File: config.mk
export PLATFORM = sky130hd
export DESIGN_NAME = display_timing_gen
export DESIGN_NICKNAME = d
export VERILOG_FILES = /design/src/rtl/display_timing_gen.sv
export SDC_FILE = /design/constraint.sdc
export NUM_CORES = 1
export LEC_CHECK = 0
export ABC_AREA = 1
export BUFFER_PORTS_ARGS = -buffer_cell sky130_fd_sc_hd__buf_2
export CORE_MARGIN = 1.5
export CORE_UTILIZATION = 30
export DETAILED_ROUTE_END_ITERATION = 16
export HOLD_SLACK_MARGIN = 0.03
export SLEW_MARGIN = 15
export SYNTH_ARGS = -nofsm -noshare
export SYNTH_HDL_FRONTEND = slang
export SYNTH_SLANG_ARGS = --single-unit
File: constraint.sdc
create_clock -name clk -period 4.05 [get_ports clk]
set_input_delay 0.405 -clock clk [delete_from_list [all_inputs] [get_ports clk]]
set_output_delay 0.405 -clock clk [all_outputs]
set_load 0.02 [all_outputs]
File: src/rtl/display_timing_gen.sv
// Display timing generator: free-running horizontal/vertical scan counters with a
// registered coordinate, sync, video_on and tick decode. Define DTG_PIX_EN_EN to add pix_en.
module display_timing_gen #(
    parameter int unsigned H_ACTIVE = 1024,
    parameter int unsigned H_FP     = 24,
    parameter int unsigned H_SYNC   = 136,
    parameter int unsigned H_BP     = 160,
    parameter int unsigned V_ACTIVE = 768,
    parameter int unsigned V_FP     = 3,
    parameter int unsigned V_SYNC   = 6,
    parameter int unsigned V_BP     = 29,
    parameter logic        SYNC_POL = 1'b0
) (
    input  logic        clk,
    input  logic        reset,
`ifdef DTG_PIX_EN_EN
    input  logic        pix_en,
`endif
    output logic [11:0] pixel_column,
    output logic [11:0] pixel_row,
    output logic        video_on,
    output logic        horiz_sync,
    output logic        vert_sync,
    output logic        line_tick,
    output logic        frame_tick
);

    localparam int unsigned CNT_W = 12;
    localparam int unsigned SUM_W = 13;

    localparam logic [SUM_W-1:0] H_VIS      = SUM_W'(H_ACTIVE);
    localparam logic [SUM_W-1:0] H_SYNC_BEG = SUM_W'(H_ACTIVE) + SUM_W'(H_FP);
    localparam logic [SUM_W-1:0] H_SYNC_END = H_SYNC_BEG + SUM_W'(H_SYNC);
    localparam logic [SUM_W-1:0] H_TOTAL    = H_SYNC_END + SUM_W'(H_BP);

    localparam logic [SUM_W-1:0] V_VIS      = SUM_W'(V_ACTIVE);
    localparam logic [SUM_W-1:0] V_SYNC_BEG = SUM_W'(V_ACTIVE) + SUM_W'(V_FP);
    localparam logic [SUM_W-1:0] V_SYNC_END = V_SYNC_BEG + SUM_W'(V_SYNC);
    localparam logic [SUM_W-1:0] V_TOTAL    = V_SYNC_END + SUM_W'(V_BP);

    logic [CNT_W-1:0] h_cnt;
    logic [CNT_W-1:0] v_cnt;
    logic [CNT_W-1:0] h_nxt;
    logic [CNT_W-1:0] v_nxt;
    logic [SUM_W-1:0] h_ext;
    logic [SUM_W-1:0] v_ext;
    logic             adv;
    logic             h_last;
    logic             v_last;
    logic             vid_d;
    logic             hs_d;
    logic             vs_d;
    logic             line_d;
    logic             frame_d;

`ifdef DTG_PIX_EN_EN
    assign adv = pix_en;
`else
    assign adv = 1'b1;
`endif

    // Next counter values and output decode of the current scan position.
    always_comb begin
        h_ext   = SUM_W'(h_cnt);
        v_ext   = SUM_W'(v_cnt);
        h_last  = (h_ext == H_TOTAL - SUM_W'(1));
        v_last  = (v_ext == V_TOTAL - SUM_W'(1));
        h_nxt   = h_cnt + CNT_W'(1);
        v_nxt   = v_cnt;
        if (h_last) begin
            h_nxt = '0;
            v_nxt = v_last ? '0 : v_cnt + CNT_W'(1);
        end
        vid_d   = (h_ext < H_VIS) && (v_ext < V_VIS);
        hs_d    = ((h_ext >= H_SYNC_BEG) && (h_ext < H_SYNC_END)) ? SYNC_POL : ~SYNC_POL;
        vs_d    = ((v_ext >= V_SYNC_BEG) && (v_ext < V_SYNC_END)) ? SYNC_POL : ~SYNC_POL;
        line_d  = (h_cnt == '0);
        frame_d = (h_cnt == '0) && (v_cnt == '0);
    end

    // Scan counters.
    always_ff @(posedge clk or negedge reset) begin
        if (!reset) begin
            h_cnt <= '0;
            v_cnt <= '0;
        end else if (adv) begin
            h_cnt <= h_nxt;
            v_cnt <= v_nxt;
        end
    end

    // Registered outputs; ticks fall on the next clk edge whether or not it advances.
    always_ff @(posedge clk or negedge reset) begin
        if (!reset) begin
            pixel_column <= '0;
            pixel_row    <= '0;
            video_on     <= 1'b0;
            horiz_sync   <= ~SYNC_POL;
            vert_sync    <= ~SYNC_POL;
            line_tick    <= 1'b0;
            frame_tick   <= 1'b0;
        end else begin
            line_tick  <= 1'b0;
            frame_tick <= 1'b0;
            if (adv) begin
                pixel_column <= h_cnt;
                pixel_row    <= v_cnt;
                video_on     <= vid_d;
                horiz_sync   <= hs_d;
                vert_sync    <= vs_d;
                line_tick    <= line_d;
                frame_tick   <= frame_d;
            end
        end
    end

endmodule

==> flow_summary_export.csv <==
group,metric,value,unit
synth,synthAdderAreaFrac,0.03335,
timing,fin_crit_sh,0.3909,
synth,synth_top_family_by_area,"simple AND/OR/NAND/NOR gates",
synth,syn-cell-area,2251,um2
floorplan,core,7253,um2
synth,syn_inst,239,
cells_and_area,fillers,747,
placed_design,pre_cts_ws,2.457,ns
grt,grt.overflow.total,0,
clock_tree,cts_tree,"done",
grt,grt_pass1_vias,1627,
clock_tree,path_clk_slew,0.09,ns
synth,ys_ff_latch,53,
cells_and_area,instances_no_fill,373,
worst_setup_path,cp_slowest_stage_delay,0.41,ns
synth,synth-simple-area-share,0.2474,
grt,antenna_found_initial,0,
cells_and_area,syn2layout_area_growth,14.62,%
clock_tree,ctsResizeCount,0,
power_and_ir_drop,leakagePower,1.319,nW
worst_setup_path,crit_fanout,23,
clock_tree,cts_made_buffers,5,
timing,slew_violations,0,
drt,drtAntennaViolNets,0,
clock_tree,clockBufferDepth,2,
worst_setup_path,cp_cell_sequence,"ha_1 > nand2_1 > nor2_2 > nand2_2 > nor2_8 > inv_2 > nand2_1 > o21ai_1",
timing,finClkSkew,0.004233,ns
placed_design,io_buffers,30,
drt,drt-vias-per-instance,4.421,
synth,yosysWarnings,0,
floorplan,die_w,89.62,um
synth,synth_compound_area_frac,0.04169,
synth,postSynthNetCount,247,
worst_setup_path,critPathKind,"reg2reg",
placed_design,gp_congestion,0.8438,
cells_and_area,drive_gt1_frac,0.1642,
floorplan,die_h,89.62,um
worst_setup_path,reg2reg_to,"v_cnt[2]",
worst_setup_path,cp_slowest_cell,"dfrtp_1",
clock_tree,holdBufCountCts,0,
worst_setup_path,crit_path_end_kind,"register",
timing,setup_viol,0,
synth,synth_xor_area_frac,0.01946,
synth,synth.avg_cell_area,9.418,um2
synth,synth.distinct_cells,27,
clock_tree,clkLatencyLatePin,0.30,ns
timing,fin_ws,2.467,ns
timing,worst_pin_slew,0.6303,ns
timing,slew_headroom,0.5798,
synth,yosysSeqAreaShare,0.5903,
drt,wl,4302,um
cells_and_area,layout_common_cells,"51 x nand2_1, 51 x dfrtp_1, 30 x inv_1, 30 x buf_2, 26 x nor2_1",
job,drv_cap,0,
timing,hold_viol,0,
min_path,hp-class,"in2async",
worst_setup_path,reg2reg_depth,8,
clock_tree,clock_sinks,53,
power_and_ir_drop,vdd_ir_drop_max,0.1248,mV
grt,grt_pass1_wl,7383,um
synth,yosys-mux-area-fraction,0,
grt,grtUsageTotal,0.1206,
worst_setup_path,timing.rr.start,"h_cnt[0]",
timing,rsz0062_at_grt,"false",
floorplan,dieArea,8032,um2
placed_design,post-dp-hpwl,2982,um
worst_setup_path,rrSetupSlack,2.47,ns
floorplan,start_util,0.3103,
clock_tree,post_cts_buffers,0,
worst_setup_path,critPathRequiredTime,4.24,ns
clock_tree,h-tree-depth,2,
power_and_ir_drop,powerDensity,318.3,nW/um2
timing,max_freq,0.6316,GHz
drt,drtIter0Drc,78,
drt,avgRoutedWirePerCell,11.53,um
floorplan,row_count,31,
floorplan,ioPinCount,31,
outcome,status,"finished, final reports clean",
grt,grt_max_degree,54,
drt,vias,1649,
power_and_ir_drop,p_total,0.8213,mW
timing,finalSetupTns,0,ns
worst_setup_path,path_common_cell,"nand2_1",
drt,drc,0,
timing,fin_crit,1.583,ns
placed_design,place_inst,365,
worst_setup_path,crit_arrival,1.77,ns
clock_tree,cts_root_buf,"clkbuf_8",
cells_and_area,diodes,0,
cells_and_area,finalNetCount,281,
worst_setup_path,cp-start-kind,"register",
drt,drtPass1Iterations,4,
==> kinds of logic (layout without fill, tap and decap cells) <==
kind of cell / after synthesis / count (layout)
and+or+nand+nor: 121 / 121
DFF: 53 / 53
buffers and inverters: 36 / 71
AOI/OAI and AO/OA: 18 / 18
adders and majority gates: 6 / 6
xor gates and xnor gates: 5 / 5
==> registers in the layout (all words and copies together), names as in the netlist <==
signal and flops:
frame_tick 1, h_cnt 12, horiz_sync 1, line_tick 1, pixel_column 12, pixel_row 12, v_cnt 12, vert_sync 1
video_on 1
==> cell type report <==
| type | instances | area, um2 | share of cell area |
|---|---|---|---|
| Sequential cell | 53 | 1329 | 0.5150 |
| Tap cell | 99 | 123.9 | 0.04801 |
| Inverter | 32 | 120.1 | 0.04656 |
| Clock buffer | 8 | 80.08 | 0.03104 |
| Timing Repair Buffer | 31 | 157.7 | 0.06111 |
| Multi-Input combinational cell | 150 | 769.5 | 0.2983 |
==> report_power, final <==
group	switching [mW]	leakage, nW	internal (mW)
Clock	0.159	0.0395	0.123
Sequential	0	0.704	0.529
Combinational	0.00948	0.575	0.000968
==> synth_stat cells (all sizes together) <==
library cell  count  share of area
a31oi             1         0.0028
nand4             9          0.025
a21oi             1         0.0022
o21bai            1         0.0033
inv              32          0.053
dfstp             2          0.023
nor3              4         0.0089
ha                6          0.033
nor3b             2         0.0067
xnor2             1         0.0039
buf               4          0.014
xor2              4          0.016
nand2            52          0.088
nand3            23          0.053
dfrtp            51           0.57
nor2             29          0.060
nor4              2         0.0056
o21ai            15          0.033
==> worst max path at each step <==
| stage | start | endpoint | slack [ns] |
|---|---|---|---|
| 2_1_floorplan | h_cnt[0] | v_cnt[4] | 2.73 |
| 3_3_place_gp | h_cnt[0] | v_cnt[3] | 2.49 |
| 3_5_place_dp | h_cnt[0] | v_cnt[2] | 2.46 |
| 4_1_cts | h_cnt[0] | v_cnt[2] | 2.45 |
| 5_1_grt | h_cnt[0] | v_cnt[2] | 2.31 |
| 6_report | h_cnt[0] | v_cnt[2] | 2.47 |
==> through the flow <==
stage	util	area (um2)	hold WS [ns]
6_report	0.3557	2580	0.2102
5_1_grt	0.3557	2580	0.2689
4_1_cts	0.3557	2580	0.2350
3_5_place_dp	0.3447	2500	0.3974
3_3_place_gp	0.3447	2500	0.3926
2_1_floorplan	-	2251	0.1094
==> metal layers <==
layer | part of all wire | wire length (um) | track usage
met1 | 0.47 | 2006 | 0.1492
met5 | 0 | 0 | 0
met2 | 0.47 | 2032 | 0.2008
met3 | 0.041 | 177 | 0.03199
met4 | 0.020 | 86 | 0.04755
==> worst max-delay path, delay by kind of cell (launching register included) <==
family	cells	cell delay [ns]
and+or+nand+nor	5	0.67
DFF	1	0.41
adders and majority gates	1	0.20
buffers and inverters	1	0.13
AOI/OAI and AO/OA	1	0.06
No activity file was read; power rests on OpenSTA's default activity.
